## config.mk

```make
export PLATFORM = sky130hd
export DESIGN_NAME = dma_copy
export DESIGN_NICKNAME = d
export VERILOG_FILES = /design/src/rtl/dma_copy.sv
export SDC_FILE = /design/constraint.sdc
export NUM_CORES = 1
export LEC_CHECK = 0
export CAP_MARGIN = 20
export CORE_MARGIN = 5
export CORE_UTILIZATION = 51
export CTS_CLUSTER_DIAMETER = 60
export CTS_CLUSTER_SIZE = 40
export DETAILED_ROUTE_END_ITERATION = 8
export PLACE_DENSITY = 0.79
export SLEW_MARGIN = 0
export SYNTH_ARGS = -nofsm -noshare
export SYNTH_HDL_FRONTEND = slang
export SYNTH_SLANG_ARGS = --single-unit
```

## constraint.sdc

```tcl
create_clock -name clk -period 3.4 [get_ports clk]
set_clock_uncertainty 0.1 [all_clocks]
set_input_delay 0.68 -clock clk [delete_from_list [all_inputs] [get_ports clk]]
set_output_delay 0.68 -clock clk [all_outputs]
set_load 0.05 [all_outputs]
```

## src/rtl/dma_copy.sv

```systemverilog
// Word-by-word memory copy engine: read, capture, write per word, with a running sum of copied data.
// Latency 3 cycles per word plus one DONE cycle; no backpressure, start is only honoured in IDLE.
module dma_copy (
  input  logic        clk,
  input  logic        reset,
  input  logic        start,
  input  logic [4:0]  src,
  input  logic [4:0]  dst,
  input  logic [5:0]  len,
  output logic        busy,
  output logic        done,
  output logic        err,
  output logic [31:0] sum,
  output logic        cen,
  output logic        wen,
  output logic [4:0]  addr,
  output logic [31:0] din,
  input  logic [31:0] dout
);

  typedef enum logic [2:0] {
    IDLE = 3'd0,
    RD   = 3'd1,
    CAP  = 3'd2,
    WR   = 3'd3,
    DONE = 3'd4
  } state_t;

  state_t      state;
  state_t      state_nxt;
  logic [4:0]  src_q;
  logic [4:0]  dst_q;
  logic [5:0]  len_q;
  logic [4:0]  idx;
  logic [31:0] data_buf;
  logic [31:0] sum_q;
  logic        err_q;
  logic        len_ok;
  logic        last_word;

  assign len_ok    = (len != 6'd0) && (len <= 6'd32);
  // len_q is at least 1 whenever the copy loop runs, so idx + 1 never exceeds 32
  assign last_word = ({1'b0, idx} + 6'd1) == len_q;

  always_ff @(posedge clk) begin
    if (reset) begin
      state <= IDLE;
    end else begin
      state <= state_nxt;
    end
  end

  always_comb begin
    state_nxt = state;
    case (state)
      IDLE: begin
        if (start) begin
          state_nxt = len_ok ? RD : DONE;
        end
      end
      RD:      state_nxt = CAP;
      CAP:     state_nxt = WR;
      WR:      state_nxt = last_word ? DONE : RD;
      DONE:    state_nxt = IDLE;
      default: state_nxt = IDLE;
    endcase
  end

  always_ff @(posedge clk) begin
    if (reset) begin
      src_q    <= 5'd0;
      dst_q    <= 5'd0;
      len_q    <= 6'd0;
      idx      <= 5'd0;
      data_buf <= 32'd0;
      sum_q    <= 32'd0;
      err_q    <= 1'b0;
    end else begin
      case (state)
        IDLE: begin
          if (start) begin
            sum_q <= 32'd0;
            err_q <= (len > 6'd32);
            if (len_ok) begin
              src_q <= src;
              dst_q <= dst;
              len_q <= len;
              idx   <= 5'd0;
            end
          end
        end
        CAP: begin
          data_buf <= dout;
          sum_q    <= sum_q + dout;
        end
        WR: begin
          if (!last_word) begin
            idx <= idx + 5'd1;
          end
        end
        default: begin
        end
      endcase
    end
  end

  // Outputs decode registered state only; 5-bit adds wrap the address modulo 32
  always_comb begin
    busy = 1'b0;
    done = 1'b0;
    cen  = 1'b0;
    wen  = 1'b0;
    addr = 5'd0;
    din  = 32'd0;
    case (state)
      RD: begin
        busy = 1'b1;
        cen  = 1'b1;
        addr = src_q + idx;
      end
      CAP: begin
        busy = 1'b1;
      end
      WR: begin
        busy = 1'b1;
        cen  = 1'b1;
        wen  = 1'b1;
        addr = dst_q + idx;
        din  = data_buf;
      end
      DONE: begin
        done = 1'b1;
      end
      default: begin
      end
    endcase
  end

  assign err = err_q;
  assign sum = sum_q;

endmodule

```

### Word-level counts from Yosys, hierarchy flattened

Cells that the tools add are included.

| storage, ports and cells | value |
|---|---|
| logic and storage cells | 50 |
| output and inout port bits | 74 |
| bits of input ports | 51 |
| flip-flop bits (word level) | 89 |

| cells by class | value |
|---|---|
| $lt $le $gt $ge | 2 |
| add/sub/neg operators | 5 |
| equal/unequal tests | 8 |
| multiplexer cells | 16 |
| reduce and logical (&&, ||, !) cells | 11 |

Operator list:

| cell | count |
|---|---|
| 2-to-1 mux 32 bit | 2 |
| one-hot mux 32 bit (2 select lines) | 1 |
| adder 32 bit | 1 |
| one-hot mux 5 bit (2 select lines) | 2 |
| 2-to-1 mux 5 bit | 3 |
| one-hot mux 3 bit (4 select lines) | 1 |
| adder 5 bit | 2 |
| 2-to-1 mux 3 bit | 3 |
| adder 5 x 1 -> 6 bit, second input constant | 1 |
| equality test 3 x 2 -> 1 bit, second input constant | 2 |
| equality test 6 bit | 1 |
| > comparator 6 bit, second input constant | 1 |
| <= comparator 6 bit, second input constant | 1 |
| inequality test 2 bit, second input constant | 3 |
| nonzero test 6 bit | 1 |
| adder 5 x 1 -> 5 bit, second input constant | 1 |
| 2-to-1 mux 1 bit | 4 |
| AND reduction 2 bit | 2 |
| AND reduction 4 bit | 1 |
| nonzero test 2 bit | 2 |
| equality test 3 x 1 -> 1 bit, second input constant | 1 |
| equality test 3 bit, second input constant | 1 |
| logical NOT 3 bit | 1 |
| AND reduction 3 bit | 1 |
| other kinds (3) | 3 |

### Depth between registers and ports, before layout

| depth | value |
|---|---|
| word-level depth | 5 |
| gate-level depth with buffers | 15 |
| mapped depth without buffers | 14 |

### Least setup slack after synthesis

No wires, ideal clock.

| timing | value |
|---|---|
| path type | reg2out |
| from | register state[0] |
| to | output addr[4] |
| data required time | 2620 ps |
| buffers on the path | 1 |
| setup slack | -558 ps |
| arrival time | 3178 ps |
| cell stages (with the launch flop) | 16 |
| cell sequence | dfxtp_1 clkbuf_1 nand2b_1 inv_1 nand2_1 inv_1 nand2_1 nand2_1 ha_1 inv_1 fa_1 inv_1 a21o_1 a21oi_1 xnor2_1 nor2_1 |

| between the ends | value |
|---|---|
| longest elaborated chain between the ends | 2 |
| elaborated cells on any way between the ends | 3 |
| those cells by class | 2 x eq/ne; 1 x mux |

RTL lines:

| item | RTL line | source |
|---|---|---|
| start: declaration | 29 | `state_t state;` |
| start signal: assignment | 49 | `state <= state_nxt;` |
| equality test 3 x 2 -> 1 bit or equality test 3 x 1 -> 1 bit (tied branches) | 115 | `case (state)` |
| one-hot mux 5 bit (2 select lines) * | 115 |  |
| end: declaration | 16 | `output logic [4:0] addr,` |

Mark *: on every way between the ends. The rest lies on a longest branch, timed or not.

### Final worst setup path

| timing | value |
|---|---|
| from | input dout[1] |
| to | register sum_q[31], in the netlist sum[31] |

| between the ends | value |
|---|---|
| longest elaborated chain between the ends | 2 |

RTL lines:

| item | RTL line | source |
|---|---|---|
| start: declaration | 18 | `input logic [31:0] dout` |
| adder 32 bit | 94 | `sum_q <= sum_q + dout;` |
| one-hot mux 32 bit (2 select lines) | 79 | `case (state)` |
| end signal: assignment | 94 |  |
| end: declaration | 36 | `logic [31:0] sum_q;` |

Every way passes these cells.
A chain may end at the register's enable or synchronous reset.

==> out/qor.csv <==
stage;metric;value;unit
run_status;status;complete, no violations;
placement;Area after DPL;0.006859;mm2
setup_path;FF-to-FF End;idx[3]$_SDFFE_PP0P_;
floorplanning;Starting Density;51.67;%
drt;number of DRC violations after detailed-routing iteration 0;316;
grt;first-pass GRT wire length;25390;um
drt;met2 routed WL;7662;um
setup_path;CP Data Arrival Time;3410;ps
clock_network;buffer type at the clock tree root;clkbuf_8;
grt;pin count of the biggest net entering global routing;73;
layout;Reg area;0.001783;mm2
drt;# DRC;0;
timing;worst-margin pin slew;866.0;ps
clock_network;worst skew pair latency;360;ps
logic_synthesis;main combinational cell family by area after synthesis;simple AND/OR/NAND/NOR gates;
placement;PortBufs;124;
drt;DRT Wirelength;15770;um
setup_path;critical path depth;12;
logic_synthesis;Compound-Gate Fraction of Synth Area;22.65;%
setup_path;CP peak stage delay;440;ps
run;Max-Cap Viols;0;
logic_synthesis;Adder-Cell Fraction of Synth Area;9.278;%
drt;length of routed met3 wiring;860;um
clock_network;clock tree buffer depth;2;
timing;f_max;306.7;MHz
logic_synthesis;sequential fraction of the synthesis area;33.70;%
timing;Final setup viols;0;
setup_path;Startpoint Class;primary input;
layout;multi-input logic area;0.003408;mm2
logic_synthesis;mux cell area share after synthesis;0.5917;%
timing;Slew headroom;41.73;%
clock_network;CTS buffer count;9;
timing;worst setup margin;139.4;ps
logic_synthesis;most common cell in the netlist;nand2_1;
setup_path;Critical Path RT;3550;ps
grt;total gr overflow;0;
layout;Inserted Diodes;0;
setup_path;crit-path leading delay family;compound AO/OA/AOI/OAI gates;
layout;fillers;860;
logic_synthesis;number of synthesized flops with an enable pin;0;
logic_synthesis;synthesized netlist cell count;683;
drt;Avg Vias per Cell;5.585;
power_and_ir_drop;peak supply drop;277.1;uV
setup_path;Slowest cell on crit path;clkdlybuf4s50_1;
floorplanning;I/O pin cnt;125;
min_path;HP Class;reg2reg;
power_and_ir_drop;Pwr Total;0.002658;W
logic_synthesis;dominant synthesized flop cell;dfxtp_1;
timing;Final Slew Violations;0;
setup_path;worst path bufs/invs;2;
layout;fin util;70.55;%
clock_network;Worst-path clk slew;100;ps
timing;Period minus WS final;3261;ps
clock_network;cts hold-fix bufs;0;
grt;initial antenna violation count;0;
logic_synthesis;Yosys warnings;0;
setup_path;critical path class;in2reg;
drt;TritonRoute pass-1 iters;5;
min_path;Hold Crit Depth;2;
logic_synthesis;Simple-Gate Fraction of Synth Area;22.77;%
grt;vias in the first global route;5307;
logic_synthesis;Yosys top cell by area;dfxtp_1;
drt;Routed Antenna Nets;0;
floorplanning;Core Region;0.01023;mm2
logic_synthesis;post-synth top area share;33.70;%
power_and_ir_drop;pwr/cell area;368.2;mW/mm2
timing;RSZ-0062 raised after global routing;no;
logic_synthesis;post-synth cell types;55;
setup_path;CP cell instances;clkdlybuf4s50_1 > buf_4 > ha_1 > a211oi_1 > nor2_2 > a31oi_4 > o31a_1 > o31a_2 > o311ai_2 > xnor2_1 > a21oi_1 > o22ai_1;
setup_path;R2R cell count;9;
logic_synthesis;xor/xnor share of the synthesized area;6.793;%
logic_synthesis;syn nets;772;
logic_synthesis;mapped cell area;0.005286;mm2
timing;Final Hold Viols;0;
layout;Post-layout nets;913;
timing;Tcrit/Tclk final;95.90;%
drt;Routed met1 length;7084;um
layout;Layout area overhead;36.54;%
placement;GP Congestion;0.9281;
logic_synthesis;ranking of synthesized cells by area;dfxtp_1 (34%), nand2_1 (9.7%), ha_1 (8.5%), a21oi_1 (8.1%), and3_1 (4.4%);
layout;share of layout cells above drive strength 1;16.16;%
setup_path;critical path capture point;sum[31]$_SDFFE_PP0P_;
grt;Tot GR Track Use;24.14;%
clock_network;CTS tree;built;
placement;DP Worst Slack;-465.1;ps
floorplanning;row count;37;
drt;Max Used Layer;met4;
logic_synthesis;synth cell count leaders;nand2_1 (137), dfxtp_1 (89), a21oi_1 (86), nor2_1 (43), and3_1 (37);
floorplanning;Die X;111.8;um
logic_synthesis;Synth Register Bits;89;
setup_path;worst r2r src;idx[0]$_SDFFE_PP0P_;
drt;vias;5390;
logic_synthesis;Avg Inst Size Synth;7.740;um2
clock_network;CTS Sinks;89;
clock_network;H-Tree Depth;3;
setup_path;CP max FO;4;
setup_path;crit path launch;dout[1];
floorplanning;Die Footprint;0.01250;mm2
setup_path;CP Capture Type;flop;
setup_path;r2r setup slk;560;ps
floorplanning;Die Y-Extent;111.8;um
power_and_ir_drop;static leakage;3.121;nW
drt;DR WL/cell;16.35;um
placement;Post-DP HPWL;11420;um
logic_synthesis;async set-or-reset flop fraction in the synthesized netlist;0;%
layout;Post-Layout Inst Area;0.007218;mm2
==> worst min-delay path by stage <==
stage,to,startpoint,slack [ps]
after global routing,data_buf[30]$_SDFFE_PP0P_,data_buf[30]$_SDFFE_PP0P_,380
after detailed placement,data_buf[3]$_SDFFE_PP0P_,data_buf[3]$_SDFFE_PP0P_,340
after floorplan,data_buf[0]$_SDFFE_PP0P_,data_buf[0]$_SDFFE_PP0P_,330
after global placement,data_buf[2]$_SDFFE_PP0P_,data_buf[2]$_SDFFE_PP0P_,340
after CTS,data_buf[3]$_SDFFE_PP0P_,data_buf[3]$_SDFFE_PP0P_,360
final,data_buf[4]$_SDFFE_PP0P_,data_buf[4]$_SDFFE_PP0P_,350
==> worst reg2reg max path, cell delays in order (launching register included) <==
cell       delay (ps)
dfxtp_1           510
ha_1              290
nand3_1           160
xnor2_1           160
nor4_1            750
and2_1            280
nor3_1             60
a21oi_1           140
a2bb2oi_1         220
nor2_1             60
==> power by group <==
group / total, W / internal (W) / switching, W
Combinational: 0.000735 / 0.000298 / 0.000437
Clock: 0.000787 / 0.000355 / 0.000432
Sequential: 0.00114 / 0.00110 / 0.0000380
Total: 0.00266 / 0.00175 / 0.000907
==> cells in the final DEF (no fill, tap or decap), drive strengths merged, types with 3 or more instances in the layout <==
master           n
a22o            15
dfxtp           89
nand2          137
inv             21
a21oi           86
clkdlybuf4s50   85
a21o            17
buf             85
nor2b            3
xnor2           26
nand3b           3
o21bai           5
ha              36
nand4            4
nor2            44
a211oi           4
xor2            15
nand3           11
a22oi           12
and2             6
nor3            12
clkinvlp         4
o21ai           18
a31oi            5
and3            37
clkbuf           9
a221o            3
==> cells by family (layout without fill, tap and decap cells) <==
family	Yosys count	in the layout
compound gates	187	187
xor+xnor	41	41
fa+ha+maj	38	38
buf+inv	59	205
flops	89	89
mux	3	3
simple gates	266	266
==> stage by stage <==
stage          TNS [ps]  hold WS, ps  instances
3_5_place_dp      -3568        342.0        943
5_1_grt               0        378.0        965
4_1_cts               0        355.8        961
6_report              0        353.4        965
2_1_floorplan         0        331.9        683
3_3_place_gp      -2348        336.4        942
==> metal layers <==
| layer | global-route usage, % | vias up |
|---|---|---|
| li1 | - | 2677 |
| met2 | 41.65 | 167 |
| met1 | 31.35 | 2529 |
| met3 | 4.348 | 17 |
| met4 | 5.596 | 0 |
| met5 | 0 | - |
==> state kept, by name, indices dropped and copies added, names as in the netlist <==
register / cells
data_buf: 32
dst_q: 5
err: 1
src_q: 5
len_q: 6
state: 3
idx: 5
sum: 32
==> repair_timing <==
action / CTS / global route
gates resized for setup: 6 / 18
buffers inserted: 2 / 3
endpoints found under the setup margin: 4 / 13
pin swaps: 2 / 9
==> cell type report <==
type                    count  area share (%)
multi-input cells         535           47.22
flip-flops and latches     89           24.70
repair buffers            170           21.74
well taps                 136           2.357
clock buffers               9           1.716
clock inverters             7           1.196
inverters                  19           1.075
Power figures use the tool's default switching activity.
